$ cat src/rtl/mem_stage_mq.sv
// mem_stage_mq: memory-access stage with an in-order completion queue.
// Loads retire aligned and extended; responses of flushed entries are dropped.
module mem_stage_mq #(
  parameter int DEPTH = 2,
  parameter int CNT_W = $clog2(DEPTH) + 1
) (
  input  logic             clk,
  input  logic             resetn,
  input  logic             in_valid,
  output logic             in_ready,
  input  logic [31:0]      in_pc,
  input  logic [31:0]      in_result,
  input  logic [7:0]       in_op,
  input  logic             in_req,
  input  logic             in_rf_we,
  input  logic [4:0]       in_rf_waddr,
  input  logic             in_exc,
  input  logic             data_ok,
  input  logic [31:0]      rdata,
  input  logic             flush,
  output logic             out_valid,
  input  logic             out_ready,
  output logic [31:0]      out_pc,
  output logic             out_rf_we,
  output logic [4:0]       out_rf_waddr,
  output logic [31:0]      out_rf_wdata,
  output logic             out_exc,
  output logic [CNT_W-1:0] occupancy,
  output logic             proto_err
);

  localparam int PTR_W = $clog2(DEPTH);

  logic [DEPTH-1:0] q_valid;
  logic [DEPTH-1:0] q_req;
  logic [DEPTH-1:0] q_done;
  logic [DEPTH-1:0] q_rf_we;
  logic [DEPTH-1:0] q_exc;
  logic [31:0]      q_pc     [DEPTH];
  logic [31:0]      q_result [DEPTH];
  logic [31:0]      q_data   [DEPTH];
  logic [3:0]       q_ld     [DEPTH];
  logic [4:0]       q_waddr  [DEPTH];

  logic [PTR_W-1:0] head;
  logic [PTR_W-1:0] tail;
  logic [PTR_W-1:0] hit_idx;
  logic [CNT_W-1:0] occ;
  logic [CNT_W-1:0] drop_cnt;
  logic [CNT_W-1:0] pending;
  logic [CNT_W:0]   in_flight;
  logic [DEPTH-1:0] wait_vec;
  logic             hit;
  logic             enq;
  logic             deq;
  logic             rsp_drop;
  logic             rsp_hit;
  logic             rsp_err;
  logic             unused_op;

  logic [31:0] h_res;
  logic [31:0] h_data;
  logic [3:0]  h_ld;
  logic [7:0]  h_byte;
  logic [15:0] h_half;
  logic [31:0] h_wdata;

  // store-width and mem_we bits only matter to the bus side
  assign unused_op = ^{in_op[7], in_op[2:0]};

  assign wait_vec = q_valid & q_req & ~q_done;

  always_comb begin
    pending = '0;
    hit     = 1'b0;
    hit_idx = head;
    for (int i = 0; i < DEPTH; i++) begin
      pending = pending + CNT_W'(wait_vec[i]);
    end
    // walk youngest to oldest so the oldest waiter wins
    for (int i = DEPTH - 1; i >= 0; i--) begin
      if (wait_vec[head + PTR_W'(i)]) begin
        hit     = 1'b1;
        hit_idx = head + PTR_W'(i);
      end
    end
  end

  assign in_flight = {1'b0, occ} + {1'b0, drop_cnt};
  assign in_ready  = in_flight < (CNT_W+1)'(DEPTH);
  assign out_valid = q_valid[head] & q_done[head];
  assign occupancy = occ;

  assign enq      = in_valid & in_ready & ~flush;
  assign deq      = out_valid & out_ready & ~flush;
  assign rsp_drop = data_ok & (drop_cnt != '0);
  assign rsp_hit  = data_ok & (drop_cnt == '0) & hit;
  assign rsp_err  = data_ok & (drop_cnt == '0) & ~hit;

  always_ff @(posedge clk) begin
    if (!resetn) begin
      q_valid   <= '0;
      head      <= '0;
      tail      <= '0;
      occ       <= '0;
      drop_cnt  <= '0;
      proto_err <= 1'b0;
    end else begin
      if (rsp_err) begin
        proto_err <= 1'b1;
      end
      if (flush) begin
        q_valid  <= '0;
        head     <= '0;
        tail     <= '0;
        occ      <= '0;
        drop_cnt <= drop_cnt - CNT_W'(rsp_drop)
                  + pending - CNT_W'(rsp_hit);
      end else begin
        if (rsp_drop) begin
          drop_cnt <= drop_cnt - CNT_W'(1);
        end
        if (enq) begin
          q_valid[tail] <= 1'b1;
          tail          <= tail + PTR_W'(1);
        end
        if (deq) begin
          q_valid[head] <= 1'b0;
          head          <= head + PTR_W'(1);
        end
        occ <= occ + CNT_W'(enq) - CNT_W'(deq);
      end
    end
  end

  // payload needs no reset: every read is qualified by q_valid
  always_ff @(posedge clk) begin
    if (enq) begin
      q_pc[tail]     <= in_pc;
      q_result[tail] <= in_result;
      q_ld[tail]     <= in_op[6:3];
      q_req[tail]    <= in_req & ~in_exc;
      q_done[tail]   <= ~in_req | in_exc;
      q_rf_we[tail]  <= in_rf_we;
      q_waddr[tail]  <= in_rf_waddr;
      q_exc[tail]    <= in_exc;
    end
    if (rsp_hit & ~flush) begin
      q_data[hit_idx] <= rdata;
      q_done[hit_idx] <= 1'b1;
    end
  end

  always_comb begin
    h_res  = q_result[head];
    h_data = q_data[head];
    h_ld   = q_ld[head];
    h_byte = 8'(h_data >> {h_res[1:0], 3'b000});
    h_half = h_res[1] ? h_data[31:16] : h_data[15:0];
    unique case (1'b1)
      h_ld[3]: h_wdata = {{24{h_ld[0] & h_byte[7]}}, h_byte};
      h_ld[2]: h_wdata = {{16{h_ld[0] & h_half[15]}}, h_half};
      h_ld[1]: h_wdata = h_data;
      default: h_wdata = h_res;
    endcase
  end

  assign out_pc       = out_valid ? q_pc[head]    : '0;
  assign out_rf_we    = out_valid ? q_rf_we[head] : 1'b0;
  assign out_rf_waddr = out_valid ? q_waddr[head] : '0;
  assign out_rf_wdata = out_valid ? h_wdata       : '0;
  assign out_exc      = out_valid ? q_exc[head]   : 1'b0;

endmodule
$ cat config.mk
export PLATFORM = sky130hd
export DESIGN_NAME = mem_stage_mq
export DESIGN_NICKNAME = d
export VERILOG_FILES = /design/src/rtl/mem_stage_mq.sv
export SDC_FILE = /design/constraint.sdc
export NUM_CORES = 1
export LEC_CHECK = 0
export ABC_AREA = 1
export CAP_MARGIN = 20
export CORE_AREA = 2 2 146 148
export DETAILED_ROUTE_END_ITERATION = 6
export DIE_AREA = 0 0 148 150
export PLACE_DENSITY_LB_ADDON = 0.1
export SYNTH_ARGS = -nofsm -noshare
export SYNTH_HDL_FRONTEND = slang
export SYNTH_SLANG_ARGS = --single-unit
$ cat constraint.sdc
create_clock -name clk -period 7.2 [get_ports clk]
set_clock_uncertainty 0.05 [all_clocks]
set_input_delay 0.72 -clock clk [delete_from_list [all_inputs] [get_ports clk]]
set_output_delay 0.72 -clock clk [all_outputs]
set_load 0.01 [all_outputs]
# Word level (Yosys, flattened, before mapping)
# Memory sizes are Yosys's and may differ from the RTL's. A register that Yosys moved wholly into a read port is not among the register bits.
# Index checks and enable logic that the tools add are counted.
# word_totals
ff_bits	17
ramBits	210
in_bits	118
out_inout_bits	76
wordCells	122
n_memories	5
# classes
add_sub_neg	10
order_cmp	8
shifts	1
mux	55
n_bitwise	26
n_reduce_logical	7
# mem_list
name	words	width	read_ports	rd_clocked_by_memory_dff	wr	line_no	text
q_data	2	32	1	1	1	41	logic [31:0] q_data [DEPTH];
q_pc	2	32	1	1	1	39	logic [31:0] q_pc [DEPTH];
q_result	2	32	1	1	1	40	logic [31:0] q_result [DEPTH];
q_waddr	2	5	1	1	1	43	logic [4:0] q_waddr [DEPTH];
q_ld	2	4	1	1	1	42	logic [3:0] q_ld [DEPTH];
# ops
cell	count
case mux 32 bit (3 select lines)	1
2-to-1 mux 32 bit	2
2-to-1 mux 1 bit	35
>> shifter 32 x 5 -> 8 bit	1
2-to-1 mux 16 bit	1
2-to-1 mux 2 bit	8
bitwise AND 1 bit	13
bitwise mux 2 bit	4
less-than comparator 1 x 2 -> 1 bit, second input constant	4
bitwise AND 2 bit	3
subtractor 2 x 1 -> 2 bit	3
2-to-1 mux 5 bit	1
inverter 1 bit	5
inverter 2 bit	2
OR 2 bit	2
nonzero test 2 bit	2
adder 2 x 2 -> 3 bit	1
demux 1 bit (select 1 bit)	3
>= comparator 1 bit, second input constant	3
logical AND 1 bit	3
less-than comparator 3 x 2 -> 1 bit, second input constant	1
adder 1 bit, second input constant	2
adder 1 x 1 -> 2 bit	1
adder 2 x 1 -> 2 bit	1
5 further kinds	5

# Depth between registers and ports, before layout
# depth
ltp_word	12
depth_mapped	13
ltp_nobuf	13

# Least setup slack after synthesis
# OpenSTA, ideal clock, no wires.
# synth_timing
path_type	register -> register
start	register occ[0] (netlist: occupancy[0])
end	register q_done[1]
setup_time_ns	0.122
t_arrival_ns	5.249
required_ns	7.028
path_slack_ns	1.779
stages_incl_launch_ff	11
path_buffers	0
period_less_slack_ns	5.421
path_cell_list	dfxtp_1 nand2_1 inv_1 fa_1 nor2_1 nand3_1 nor2_1 inv_1 nand2_1 o21ai_0 or2_1
# synth_via
elab_chain_len	7
# synth_lines
item	line_no	text
from (decl)	48	logic [CNT_W-1:0] occ;
from (signal assigned)	131	occ <= occ + CNT_W'(enq) - CNT_W'(deq);
adder 2 x 2 -> 3 bit (*)	89	assign in_flight = {1'b0, occ} + {1'b0, drop_cnt};
less-than comparator 3 x 2 -> 1 bit (*)	90	assign in_ready = in_flight < (CNT_W+1)'(DEPTH);
via in_ready	10	output logic in_ready,
bitwise AND 1 bit (*) (2 in a row)	94	assign enq = in_valid & in_ready & ~flush;
2-to-1 mux 2 bit (*)	138	if (enq) begin
OR 2 bit (no source line)	--	
2-to-1 mux 2 bit (*)	148	if (rsp_hit & ~flush) begin
to (signal, indexed assignment)	143	q_done[tail] <= ~in_req | in_exc;
to (decl)	36	logic [DEPTH-1:0] q_done;
# Mark *: on every way through the listed nets, which the timed path passes. The rest lies on a longest branch.
# A chain may end at the register's enable or synchronous reset.

==> metrics.csv <==
stage,metric,value,unit
outcome,status,"complete, no violations",
finish,"most common cell after layout, fill and taps aside",nand2_1,
place,I/O Buffers,189,
cts,CTS sink cnt,228,
sta,fin. max-slew vios,0,
global_routing,vias in the first global route,6945,
global_routing,pin count of the biggest net entering global routing,70,
routing,detailed-route DRC error count,0,
power_and_ir_drop,Int Power,2.253,mW
logic_synthesis,post-synth cell types,33,
floorplanning,die width,148,microns
run,Max-Cap Viols,0,
sta,final worst-path cycle share,67.43,%
routing,drt first pass iters,5,
sta,fmax,206.0,MHz
cts,post_cts resized,0,
sta,final hold vios,0,
worst_setup_path,worst r2r path cells,10,
routing,Iteration-0 DRC Markers,438,
routing,WL met1,9.652,mm
routing,routed via count,7254,
worst_setup_path,Critical Path Max Stage Delay,0.77,ns
cts,CTS Hold Buffers Added,0,
logic_synthesis,mapped cell area,0.01012,sq mm
worst_setup_path,Setup crit end kind,output pin,
routing,met3 WL,1.567,mm
cts,htree depth,1,
logic_synthesis,number of flops mapped to enable cells by yosys,216,
sta,total negative slack,0,ns
place,gpl congestion,0.8288,
cts,postcts setup bufs,0,
worst_setup_path,type of origin of the critical path,flip-flop,
cts,CTS Buffer Depth,3,
finish,Multi-input gate area,0.002829,sq mm
worst_setup_path,critical path's most frequent cell,nand2_2,
sta,clock period minus worst slack,4.855,ns
logic_synthesis,Synth Area per Inst,10.10,sq um
power_and_ir_drop,clock power share,39.5,%
routing,WL per Instance,15.87,microns
worst_setup_path,crit-path max FO,57,
finish,most frequent cells in the layout,"nand2_1, edfxtp_1, clkdlybuf4s50_1",
logic_synthesis,"Primary FF master, synth",edfxtp_1,
worst_setup_path,reg2reg start,drop_cnt[0],
power_and_ir_drop,pwr dens,221.8,mW/mm^2
sta,Rel. slew slack,45.22,%
worst_setup_path,crit path to,out_rf_wdata[8],
worst_setup_path,Reg-to-Reg End,q_done[0],
sta,RSZ-0062 raised after global routing,false,
floorplanning,# rows,53,
worst_setup_path,CP Cell Sequence,"clkinv_2, nand2_1, nand2_2, nand2_1, nand3b_4, nand2_2, nand2_2, a21oi_2, clkdlybuf4s50_1",
sta,# setup viols final,0,
power_and_ir_drop,Flop pwr share,52.3,%
place,HPWL after DPL,14.95,mm
global_routing,GRT Residual Overflow,0,
sta,worst slew pin tran,0.8217,ns
power_and_ir_drop,sw frac,21.70,%
power_and_ir_drop,Leak,5.354,nW
cts,CTS tree,built,
global_routing,global-route wire length before repair,36.20,mm
worst_setup_path,"Data arrival, critical path",4.08,ns
cts,clk slew on worst S/H paths,0.06,ns
global_routing,gr usage total,20.91,%
logic_synthesis,yosys warns,0,
floorplanning,Initial Util,48.92,%
power_and_ir_drop,Peak VDD IR,0.0001749,V
logic_synthesis,syn_nets,1126,
cts,cts bufs inserted,24,
cts,Worst-Skew Late Latency,0.51,ns
routing,top sig layer,met4,
finish,nets,1306,
finish,synthesis-to-finish area growth,28.15,%
floorplanning,core area,0.02069,sq mm
floorplanning,# IOs,194,
floorplanning,die area,0.02220,sq mm
routing,post-route ant nets,0,
routing,final wirelength,23.45,mm
logic_synthesis,fraction of registers with async set/reset,0,%
worst_setup_path,Worst path slowest cell,dfxtp_4,
finish,fin util,62.69,%
routing,met2 routed WL,11.58,mm
worst_setup_path,Setup CP Type,flip-flop to output pin,
floorplanning,Die Height,150,microns
power_and_ir_drop,Comb pwr share,8.2,%
finish,Fillers,1738,
cts,Root Driver,clkbuf_16,
finish,layout cells sized above 1,7.250,%
global_routing,initial antenna violation count,2,
logic_synthesis,Synth Register Bits,228,
routing,vias per cell,4.908,
worst_setup_path,register-to-register setup slack,3.92,ns
logic_synthesis,sequential-to-total area share from yosys stat,66.45,%
worst_setup_path,CP Data Required Time,6.43,ns
min_path,Hold WC Path Type,flip-flop to flip-flop,
logic_synthesis,Post-Syn Instances,1002,
finish,Reg area,0.006730,sq mm
power_and_ir_drop,Switching Power,0.6244,mW
## metrics by stage
| step | std cells | setup slack [ns] | total power [mW] | area (sq um) | hold slack [ns] |
|---|---|---|---|---|---|
| 2_1_floorplan | 1002 | 1.779 | 1.650 | 10120 | 0.3974 |
| 3_3_place_gp | 1430 | 2.476 | 1.762 | 12220 | 0.3886 |
| 3_5_place_dp | 1430 | 2.481 | 1.768 | 12220 | 0.3934 |
| 4_1_cts | 1474 | 1.931 | 2.902 | 12940 | 0.4030 |
| 5_1_grt | 1475 | 2.043 | 2.985 | 12960 | 0.4282 |
| 6_report | 1478 | 2.345 | 2.877 | 12970 | 0.3987 |
## power groups by stage
stage,Clock [mW],Combinational [mW],Sequential (mW)
3_3_place_gp,0,0.230,1.53
6_report,1.14,0.235,1.51
2_1_floorplan,0,0.115,1.53
3_5_place_dp,0,0.235,1.53
4_1_cts,1.16,0.237,1.51
5_1_grt,1.21,0.262,1.51
## synth_stat cells (all sizes together), types with 2 or more instances
library cell / count / area, sq um
clkbuf: 9 / 33.78
ha: 4 / 50.05
nand2: 457 / 1758
nand3: 37 / 202.7
or2: 3 / 18.77
xor2: 3 / 26.28
dfxtp: 12 / 240.2
edfxtp: 216 / 6486
nor2: 37 / 155.2
a21oi: 42 / 285.3
o211ai: 2 / 15.01
o21ai: 40 / 200.2
buf: 34 / 187.7
fa: 2 / 40.04
inv: 98 / 367.8
## registers in the layout, indices dropped and copies added, names as in the netlist, 8 cells and up, named ones only
register / count
q_ld: 8
q_result: 64
q_waddr: 10
q_pc: 64
q_data: 64
## layout make-up
type,count,area share [%]
sequential,228,51.89
inverter,98,2.846
multi-input combinational,633,21.81
clock buffer,29,4.775
clock inverter,15,0.8296
antenna,3,0.05788
timing repair buffer,197,15.14
tap,275,2.653
## routing by layer
| layer | GRT usage (%) | vias to the layer above |
|---|---|---|
| met3 | 4.116 | 39 |
| met2 | 35.93 | 217 |
| met4 | 7.381 | 0 |
| met1 | 26.55 | 3377 |
| li1 | - | 3621 |
| met5 | 0 | - |
## how the worst min path moves through the flow
stage / depth (start not counted) / end / from
after global placement: 2 / proto_err / proto_err
after CTS: 2 / proto_err / proto_err
after global routing: 2 / proto_err / proto_err
after floorplan: 2 / q_valid[1] / q_valid[1]
final: 2 / proto_err / proto_err
after detailed placement: 2 / proto_err / proto_err
## worst max-delay path, delay by kind of cell (launching register included)
kind	cells	cell delay [ns]
compound gates	1	0.38
buf+inv	2	1.20
simple gates	6	1.19
flops	1	0.77
## cell families after synthesis
| logic type | count (synthesis) | share of synthesized area, % |
|---|---|---|
| AOI/OAI and AO/OA | 86 | 5.093 |
| xor gates and xnor gates | 4 | 0.3462 |
| adders and majority gates | 6 | 0.8900 |
| buffers and inverters | 141 | 5.822 |
| DFF | 228 | 66.45 |
| and+or+nand+nor | 537 | 21.40 |
Power figures use the tool's default switching activity.
